--- src/rtl/keypad_scanner_if.sv ---
//==============================================================================
// Module      : keypad_scanner_if
// Description : Keypad pins, power enable and accepted-key outputs of the scanner.
// Revision    : 1.0 - initial release
//==============================================================================
`default_nettype none

interface keypad_scanner_if;
    logic       power;
    logic [3:0] row;
    logic [3:0] col;
    logic [3:0] key_code;
    logic       key_valid;
    logic       key_held;

    modport master (
        input  power,
        input  row,
        output col,
        output key_code,
        output key_valid,
        output key_held
    );

    modport slave (
        output power,
        output row,
        input  col,
        input  key_code,
        input  key_valid,
        input  key_held
    );
endinterface

`default_nettype wire

--- src/rtl/keypad_scanner.sv ---
//==============================================================================
// Module      : keypad_scanner
// Description : 4x4 active-low keypad scanner with frame-based press/release debounce.
// Revision    : 1.0 - initial release
//==============================================================================
`default_nettype none

module keypad_scanner #(
    parameter int SCAN_DIV = 16,
    parameter int DEBOUNCE = 3
) (
    input  wire logic        clk,
    input  wire logic        rst_n,
    keypad_scanner_if.master bus
);
    localparam int               DIV_W    = (SCAN_DIV > 1) ? $clog2(SCAN_DIV) : 1;
    localparam logic [DIV_W-1:0] DIV_LAST = DIV_W'(SCAN_DIV - 1);
    localparam logic [3:0]       DB_LAST  = 4'(DEBOUNCE);

    localparam logic [1:0] S_IDLE     = 2'd0;
    localparam logic [1:0] S_DB_PRESS = 2'd1;
    localparam logic [1:0] S_PRESSED  = 2'd2;
    localparam logic [1:0] S_DB_REL   = 2'd3;

    localparam logic [1:0] F_NONE  = 2'd0;
    localparam logic [1:0] F_KEY   = 2'd1;
    localparam logic [1:0] F_MULTI = 2'd2;

    logic [3:0]       row_meta, row_sync;
    logic [DIV_W-1:0] div;
    logic [1:0]       col_idx;
    logic             acc_hit, acc_multi;
    logic [3:0]       acc_code;
    logic [1:0]       state, state_nxt;
    logic [3:0]       cnt, cnt_nxt, cand, cand_nxt, key_code_q;
    logic             key_valid_q, accept;
    logic [2:0]       low_count;
    logic [1:0]       sample_row;
    logic             sample_one, sample_multi, tc, eval, match;
    logic             frame_hit, frame_multi;
    logic [3:0]       frame_code;
    logic [1:0]       frame_res;

    always_ff @(posedge clk or negedge rst_n) begin
        if (!rst_n) begin
            row_meta <= 4'hF;
            row_sync <= 4'hF;
        end else begin
            row_meta <= bus.row;
            row_sync <= row_meta;
        end
    end

    // Per-column sample decode merged with the running frame accumulator
    always_comb begin
        low_count  = 3'd0;
        sample_row = 2'd0;
        for (int i = 0; i < 4; i++) begin
            if (!row_sync[i]) begin
                low_count  = low_count + 3'd1;
                sample_row = 2'(i);
            end
        end
        sample_one   = (low_count == 3'd1);
        sample_multi = (low_count > 3'd1);
        frame_hit    = acc_hit | sample_one;
        frame_multi  = acc_multi | sample_multi | (acc_hit & sample_one);
        frame_code   = sample_one ? {sample_row, col_idx} : acc_code;
        frame_res    = frame_multi ? F_MULTI : (frame_hit ? F_KEY : F_NONE);
        tc           = (div == DIV_LAST);
        eval         = bus.power & tc & (col_idx == 2'd3);
        match        = (frame_res == F_KEY) && (frame_code == cand);
    end

    always_ff @(posedge clk or negedge rst_n) begin
        if (!rst_n) begin
            div       <= '0;
            col_idx   <= 2'd0;
            acc_hit   <= 1'b0;
            acc_multi <= 1'b0;
            acc_code  <= 4'd0;
        end else if (!bus.power) begin
            div       <= '0;
            col_idx   <= 2'd0;
            acc_hit   <= 1'b0;
            acc_multi <= 1'b0;
            acc_code  <= 4'd0;
        end else if (tc) begin
            div     <= '0;
            col_idx <= col_idx + 2'd1;
            if (col_idx == 2'd3) begin
                acc_hit   <= 1'b0;
                acc_multi <= 1'b0;
                acc_code  <= 4'd0;
            end else begin
                acc_hit   <= frame_hit;
                acc_multi <= frame_multi;
                acc_code  <= frame_code;
            end
        end else begin
            div <= div + 1'b1;
        end
    end

    always_ff @(posedge clk or negedge rst_n) begin
        if (!rst_n) begin
            state       <= S_IDLE;
            cnt         <= 4'd0;
            cand        <= 4'd0;
            key_code_q  <= 4'd0;
            key_valid_q <= 1'b0;
        end else if (!bus.power) begin
            state       <= S_IDLE;
            cnt         <= 4'd0;
            key_valid_q <= 1'b0;
        end else begin
            state       <= state_nxt;
            cnt         <= cnt_nxt;
            cand        <= cand_nxt;
            key_valid_q <= accept;
            if (accept) key_code_q <= cand;
        end
    end

    always_comb begin
        state_nxt = state;
        cnt_nxt   = cnt;
        cand_nxt  = cand;
        accept    = 1'b0;
        if (eval) begin
            case (state)
                S_IDLE: begin
                    if (frame_res == F_KEY) begin
                        state_nxt = S_DB_PRESS;
                        cand_nxt  = frame_code;
                        cnt_nxt   = 4'd1;
                    end
                end
                S_DB_PRESS: begin
                    if (!match) begin
                        state_nxt = S_IDLE;
                        cnt_nxt   = 4'd0;
                    end else if (cnt + 4'd1 == DB_LAST) begin
                        state_nxt = S_PRESSED;
                        cnt_nxt   = 4'd0;
                        accept    = 1'b1;
                    end else begin
                        cnt_nxt = cnt + 4'd1;
                    end
                end
                S_PRESSED: begin
                    if (!match) begin
                        state_nxt = S_DB_REL;
                        cnt_nxt   = 4'd1;
                    end
                end
                S_DB_REL: begin
                    if (match) begin
                        state_nxt = S_PRESSED;
                        cnt_nxt   = 4'd0;
                    end else if (cnt + 4'd1 == DB_LAST) begin
                        state_nxt = S_IDLE;
                        cnt_nxt   = 4'd0;
                    end else begin
                        cnt_nxt = cnt + 4'd1;
                    end
                end
                default: begin
                    state_nxt = S_IDLE;
                    cnt_nxt   = 4'd0;
                end
            endcase
        end
    end

    // Gated by power so the outputs go quiet on the same cycle power drops
    always_comb begin
        bus.col       = bus.power ? ~(4'b0001 << col_idx) : 4'b1111;
        bus.key_code  = key_code_q;
        bus.key_valid = bus.power & key_valid_q;
        bus.key_held  = bus.power & ((state == S_PRESSED) || (state == S_DB_REL));
    end

endmodule

`default_nettype wire

--- src/flat_wrapper.sv ---
// flat-port wrapper written by rule: the top's interface ports become plain ports
module keypad_scanner_flat 
#(
    parameter int SCAN_DIV = 16,
    parameter int DEBOUNCE = 3
)
  (clk, rst_n, bus_power, bus_row, bus_col, bus_key_code, bus_key_valid, bus_key_held);
  keypad_scanner_if bus_i ();
  input  wire logic clk;
  input  wire logic rst_n;
  input wire logic [$bits(bus_i.power)-1:0] bus_power;
  input wire logic [$bits(bus_i.row)-1:0] bus_row;
  output wire logic [$bits(bus_i.col)-1:0] bus_col;
  output wire logic [$bits(bus_i.key_code)-1:0] bus_key_code;
  output wire logic [$bits(bus_i.key_valid)-1:0] bus_key_valid;
  output wire logic [$bits(bus_i.key_held)-1:0] bus_key_held;
  assign bus_i.power = bus_power;
  assign bus_i.row = bus_row;
  assign bus_col = bus_i.col;
  assign bus_key_code = bus_i.key_code;
  assign bus_key_valid = bus_i.key_valid;
  assign bus_key_held = bus_i.key_held;
  keypad_scanner #(.SCAN_DIV(SCAN_DIV), .DEBOUNCE(DEBOUNCE)) u_core (.clk(clk), .rst_n(rst_n), .bus(bus_i));
endmodule
--- config.mk ---
export PLATFORM = sky130hd
export DESIGN_NAME = keypad_scanner_flat
export DESIGN_NICKNAME = d
export VERILOG_FILES = /design/src/rtl/keypad_scanner_if.sv /design/src/rtl/keypad_scanner.sv /design/src/flat_wrapper.sv
export SDC_FILE = /design/constraint.sdc
export NUM_CORES = 1
export LEC_CHECK = 0
export CORE_UTILIZATION = 48
export DETAILED_ROUTE_END_ITERATION = 7
export GPL_TIMING_DRIVEN = 0
export PLACE_DENSITY_LB_ADDON = 0.08
export SKIP_LAST_GASP = 1
export SYNTH_ARGS = -nofsm -noshare
export SYNTH_HDL_FRONTEND = slang
export SYNTH_SLANG_ARGS = --single-unit
--- constraint.sdc ---
create_clock -name clk -period 7.6 [get_ports clk]
set_clock_uncertainty 0.2 [all_clocks]
set_input_delay 1.52 -clock clk [delete_from_list [all_inputs] [get_ports clk]]
set_output_delay 1.52 -clock clk [all_outputs]
set_load 0.1 [all_outputs]
Yosys cells after proc, flatten, opt, wreduce, memory -nomap -nowiden
Index checks and enable logic that the tools add are counted.
{"block": "totals", "regBits": 35, "latchBits": 0, "ram_bits": 0, "mem_bits_ro": 0, "in_bits": 7, "word_cells": 97, "memories": 0}
{"block": "classes", "addsub": 6, "n_mul": 0, "n_div": 0, "order_cmp": 1, "eq_ne": 15, "n_shift": 1, "n_mux": 46, "n_bitwise": 9, "n_reduce_logical": 7}
{"op": "2-to-1 mux 4 bit", "count": 14}
{"op": "2-to-1 mux 2 bit", "count": 13}
{"op": "one-hot mux 4 bit (4 select lines)", "count": 1}
{"op": "2-to-1 mux 1 bit", "count": 14}
{"op": "2-to-1 mux 3 bit", "count": 3}
{"op": "adder 4 x 1 -> 4 bit (second input constant)", "count": 2}
{"op": "one-hot mux 2 bit (4 select lines)", "count": 1}
{"op": "adder 3 x 1 -> 3 bit (second input constant)", "count": 2}
{"op": "equality test 2 bit (second input constant)", "count": 3}
{"op": "bitwise AND 1 bit", "count": 5}
{"op": "AND reduction 5 bit", "count": 1}
{"op": "equality test 2 x 1 -> 1 bit (second input constant)", "count": 2}
{"op": "equality test 4 x 2 -> 1 bit (second input constant)", "count": 1}
{"op": "equality test 4 bit", "count": 1}
{"op": "equality test 4 bit (second input constant)", "count": 1}
{"op": "inequality test 2 x 1 -> 1 bit (second input constant)", "count": 2}
{"op": "inequality test 4 x 2 -> 1 bit (second input constant)", "count": 1}
{"op": "inequality test 4 bit (second input constant)", "count": 1}
{"op": "NOT 4 bit", "count": 1}
{"op": "AND reduction 4 bit", "count": 1}
{"op": "left shift 1 x 2 -> 4 bit (first input constant)", "count": 1}
{"op": "equality test 3 x 1 -> 1 bit (second input constant)", "count": 1}
{"op": "> comparator 3 x 1 -> 1 bit (second input constant)", "count": 1}
{"op": "inequality test 3 x 2 -> 1 bit (second input constant)", "count": 1}
{"op": "9 further kinds", "count": 11}

Logic depth before layout (Yosys ltp)
Gate-level depths: netlist of the first run.
{"block": "logic_depth", "word_depth": 17, "depth_mapped": 15, "depth_no_buf": 13}

Least setup slack after synthesis of the first run
No wires, ideal clock.
{"block": "synth_timing", "path_kind": "input to output", "startpoint": "input port bus_power", "endpoint": "output port bus_key_valid", "arrival_ns": 2.756, "slack_ns": 3.124, "stages": 3, "cell_sequence": "clkbuf_1 clkbuf_1 and2_1"}
{"block": "synth_between", "elab_chain_len": 1}
{"element": "from (decl)", "line_no": "flat_wrapper.sv:11", "rtl": "input wire logic [$bits(bus_i.power)-1:0] bus_power;"}
{"element": "bitwise AND 1 bit", "line_no": "keypad_scanner.sv:180", "rtl": "bus.key_valid = bus.power & key_valid_q;"}
{"element": "to (decl)", "line_no": "flat_wrapper.sv:15", "rtl": "output wire logic [$bits(bus_i.key_valid)-1:0] bus_key_valid;"}
Every way passes these cells.

Final worst setup path of the first run
Same ends and word-level chain as after synthesis.

==> results of run 1 <==
[worst register-to-register path, delay by kind of cell, from the launching register on]
family	cells	cell delay, ns
adders and majority gates	2	0.71
xor gates and xnor gates	3	0.57
and+or+nand+nor	2	0.58
muxes	1	0.33
DFF	1	0.53
buffers and inverters	1	0.04
AOI/OAI and AO/OA	3	1.20
[layout make-up]
class	instances	area, um^2	share of cell area [%]
Clock inverter	1	5.005	0.2005
Inverter	17	63.81	2.556
Clock buffer	6	82.58	3.308
Sequential cell	35	885.9	35.49
Buffer	10	47.55	1.905
Timing Repair Buffer	16	155.1	6.216
Tap cell	52	65.06	2.607
Multi-Input combinational cell	168	1191	47.72
[cells by family (layout without fill, tap and decap cells)]
| group | count (synthesis) | count (layout) |
|---|---|---|
| AO/OA/AOI/OAI | 54 | 54 |
| multiplexers | 9 | 9 |
| buffers and inverters | 27 | 50 |
| adder cells (fa/ha/maj) | 10 | 10 |
| AND/OR/NAND/NOR | 84 | 84 |
| XOR/XNOR | 11 | 11 |
| flip-flops | 35 | 35 |
[registers in the layout, indices dropped and copies added (netlist names)]
register             cells
u_core.acc_code          4
u_core.acc_hit           1
u_core.acc_multi         1
u_core.bus.key_code      4
u_core.cand              4
u_core.cnt               4
u_core.col_idx           2
u_core.div               4
u_core.key_valid_q       1
u_core.row_meta          4
u_core.row_sync          4
u_core.state             2
[per-stage QoR]
step                hold slack [ns]  total power, uW  utilization [%]
detailed placement           0.1468            259.1            55.32
global placement             0.1456            259.5            55.43
global route                 0.1540            408.9            57.33
finish                       0.1484            391.2            57.33
CTS                          0.1503            396.4            57.33
floorplan                    0.1452            242.3                -
[worst paths after layout]
check	end	slack, ns	cells past startpoint
max reg2reg	u_core.bus.key_code[2]	3.32	12
min reg2reg	u_core.row_sync[0]	0.15	0
min	u_core.row_sync[0]	0.15	0
max in group asynchronous	u_core.cnt[1]	5.58	1
min in group asynchronous	u_core.cand[2]	1.12	1
max	bus_key_valid	1.79	5
[power groups by stage]
stage,logic (uW),clock network [uW],registers [uW]
2_1_floorplan,45.6,0,197
6_report,62.3,135,194
5_1_grt,68.6,146,194
4_1_cts,62.2,140,194
3_3_place_gp,62.4,0,197
3_5_place_dp,62.0,0,197
[per-layer routing]
layer	vias up	track usage [%]
met4	0	8.163
met3	7	3.634
met1	799	27.03
met5	-	0
met2	31	29.13
li1	853	-
[cells in the final DEF (no fill, tap or decap), types with 4 or more instances in the layout]
cell type	synthesis	routed
clkdlybuf4s50_1	0	15
nand3_1	5	5
ha_1	10	10
o21ai_0	15	15
dfstp_2	8	8
nand2b_1	5	5
nand2_1	21	21
xnor2_1	6	6
clkbuf_8	0	6
a21oi_1	7	7
mux2i_1	4	4
mux2_4	4	4
nor2b_1	9	9
nor2_1	17	17
xor2_1	5	5
inv_1	17	17
clkbuf_1	7	7
o22ai_1	4	4
dfrtp_1	27	27
and2_1	8	8
==> reports/summary.log, run 1 <==
qor: sta.final-hold-violation-count 0
qor: yosys.synth_area_per_cell 9.515 um^2
qor: yosys.synth_xor_xnor_area_share 4.403%
qor: sta.timing_worst_slew_pin_value 0.9794 ns
qor: yosys.synth_fa_ha_area_share 5.718%
qor: global_route.groute.usage.overall 19.26%
qor: worst_setup_path.start_kind input port
qor: yosys.ys_async_sr_fraction 100.0%
qor: drt.met2_length 1.874 mm
qor: power_and_ir_drop.vdd_drop_max 0.00007807 V
qor: clocking.clock_path_buffers 2
qor: clocking.cts.clk_slew.worst_paths 0.07 ns
qor: status.status complete, no violations
qor: placement.globalplace.congestion 0.8536
qor: worst_setup_path.crit_path_arrival_time 4.09 ns
qor: yosys.share_of_the_synthesized_area_in_compound_gates_ao_oa_aoi_oai 18.01%
qor: drt.drtPass1Iterations 4
qor: clocking.cts_inserted_buffers 5
qor: yosys.post-synth-top-area-cell dfrtp_1
qor: worst_setup_path.crit_chain clkdlybuf4s50_1, clkbuf_1, clkbuf_1, and2_1, clkdlybuf4s50_1
qor: clocking.tritoncts yes
qor: yosys.synth_area 0.002188 mm^2
qor: power_and_ir_drop.power.net_switching 104.1 uW
qor: min_path.hp-class register to register
qor: worst_setup_path.slowest_stage_cell_cp clkdlybuf4s50_1
qor: yosys.synth.top_cells.by_area dfrtp_1 (31%), dfstp_2 (9.6%), ha_1 (5.7%)
qor: worst_setup_path.origin_of_the_worst_setup_path bus_power
qor: clocking.worst_skew_pair.late_latency 0.28 ns
qor: sta.min_period_over_period 76.50%
qor: sta.slew-limit-headroom 34.50%
qor: die.initial_core_utilization 50.26%
qor: min_path.hp-start u_core.row_meta[0]
qor: drt.drt_iter0_drc 149
qor: sta.final_critical_path_setup_slack 1.786 ns
qor: clocking.buffers_inserted_by_post_cts_timing_repair 0
qor: global_route.first_pass_grt_wire_length 7.403 mm
qor: clocking.cts_root_buffer clkbuf_8
qor: clocking.clock_sinks 35
qor: die.chipHeight 69.52 um
qor: yosys.synth_simple_gate_area_share 21.21%
qor: yosys.yosys_most_used_dff dfrtp_1
qor: sta.period_minus_slack 5.814 ns
qor: global_route.grt_pass1_vias 1,599
qor: worst_setup_path.cp_max_fanout 10
qor: placement.dp.final_hpwl 3.044 mm
qor: global_route.grt_max_degree 36
qor: global_route.antenna_violations_before_repair 0
qor: die.coreArea 0.004354 mm^2
qor: sta.setup_tns 0 ns
qor: worst_setup_path.data_required_time_of_the_worst_path 5.88 ns
qor: power_and_ir_drop.static-leakage-power 0.001099 uW
qor: clocking.postCtsHoldBufs 0
qor: drt.wl_met1 2.170 mm
qor: sta.setup_violations 0
qor: final_layout.final_net_count 270
qor: power_and_ir_drop.p_int 287.1 uW
qor: final_layout.post-route-cell-area 0.002496 mm^2
qor: power_and_ir_drop.switching_share 26.62%
qor: placement.detailed_place.area 0.002409 mm^2
qor: yosys.synth_top_family_by_area simple AND/OR/NAND/NOR gates
qor: die.fp-row-count 24
qor: power_and_ir_drop.power_frac_seq 49.5%
qor: placement.io_buffer_count 16
qor: yosys.syn_inst 230
qor: yosys.sequential_area_share_after_synthesis 40.48%
qor: final_layout.final_cells 305
qor: yosys.mappedNetlistNets 247
qor: worst_setup_path.worstReg2RegStart u_core.row_sync[0]
qor: die.die-area 0.004833 mm^2
qor: sta.max_clock_freq 172.0 MHz
qor: drt.route.detailed.drc 0
qor: power_and_ir_drop.combinationalPowerShare 15.9%
qor: drt.route.detailed.vias_per_inst 5.541
qor: yosys.synthTopCellsByCount dfrtp_1 (27), nand2_1 (21), inv_1 (17), nor2_1 (17), o21ai_0 (15)
qor: worst_setup_path.critical_path.max_stage_delay 1.12 ns
qor: sta.rsz_0062_raised_after_global_routing false
qor: yosys.yosysWarnings 0
qor: final_layout.n_fill_cell 364
qor: die.ios 17
qor: drt.dr_wl_cell 13.86 um
qor: worst_setup_path.timing.critical_path.max_delay_family buffers and inverters
qor: final_layout.diodes 0
qor: drt.vias 1,690
qor: die.width_of_the_die 69.52 um
qor: worst_setup_path.setup.worst_path.end_class output pin
qor: job.drv.max_cap_violation_count 0
qor: drt.remaining_antenna_violation_count 0
qor: worst_setup_path.critPathBufInv 4
qor: yosys.ys_types 54
qor: final_layout.final_layout_size_suffix_gt1_share 12.25%
qor: final_layout.area_grow_syn2layout 14.06%
qor: sta.timing.final.max_slew_violations 0
qor: yosys.synth_enable_flop_cells 0
qor: power_and_ir_drop.power.clock.fraction 34.5%
qor: power_and_ir_drop.pwr_density_cell 156.7 mW/mm^2
qor: yosys.synth_most_common_cell dfrtp_1
qor: drt.total_wirelength_of_the_detailed_routed_design 4.226 mm
qor: placement.pre_cts_slack 1.765 ns
qor: yosys.top_area_cell_type_share_of_the_netlist_area 30.87%
qor: global_route.globalRoute.totalOverflow 0
qor: placement.dp.cells 298
qor: clocking.cts-htree-levels 2
qor: worst_setup_path.critPathKind input port to output pin
qor: yosys.fraction_of_synthesized_area_in_multiplexers 5.089%
qor: yosys.synth-seq-cells 35
qor: drt.top_signal_layer_used met4
qor: clocking.cts_repair_resize_count 0
qor: drt.wl_met3 112 um
Power figures use the tool's default switching activity.
==> inputs of run 2 (changes only) <==
clock period = 5 ns   (was 7.6 ns; I/O delays follow)
==> results of run 2 <==
Same layout as run 1 (identical final DEF). Status: complete, no violations.
Main changes from that run: setup slack after placement 1.765 ns -> 0.2054 ns; setup slack after layout 1.786 ns -> 0.2262 ns; register-to-register setup slack 3.32 ns -> 0.72 ns; total power 391.2 uW -> 594.6 uW; worst IR drop on VDD 0.00007807 V -> 0.0001187 V
==> inputs of run 3 (changes only) <==
ABC_AREA = 0   (was unset)
TNS_END_PERCENT = 5   (was unset)
==> results of run 3 <==
Same layout as run 1 (identical final DEF). Status: complete, no violations.
Main changes from that run: setup slack after placement 1.765 ns -> 0.2054 ns; setup slack after layout 1.786 ns -> 0.2262 ns; register-to-register setup slack 3.32 ns -> 0.72 ns; total power 391.2 uW -> 594.6 uW; worst IR drop on VDD 0.00007807 V -> 0.0001187 V
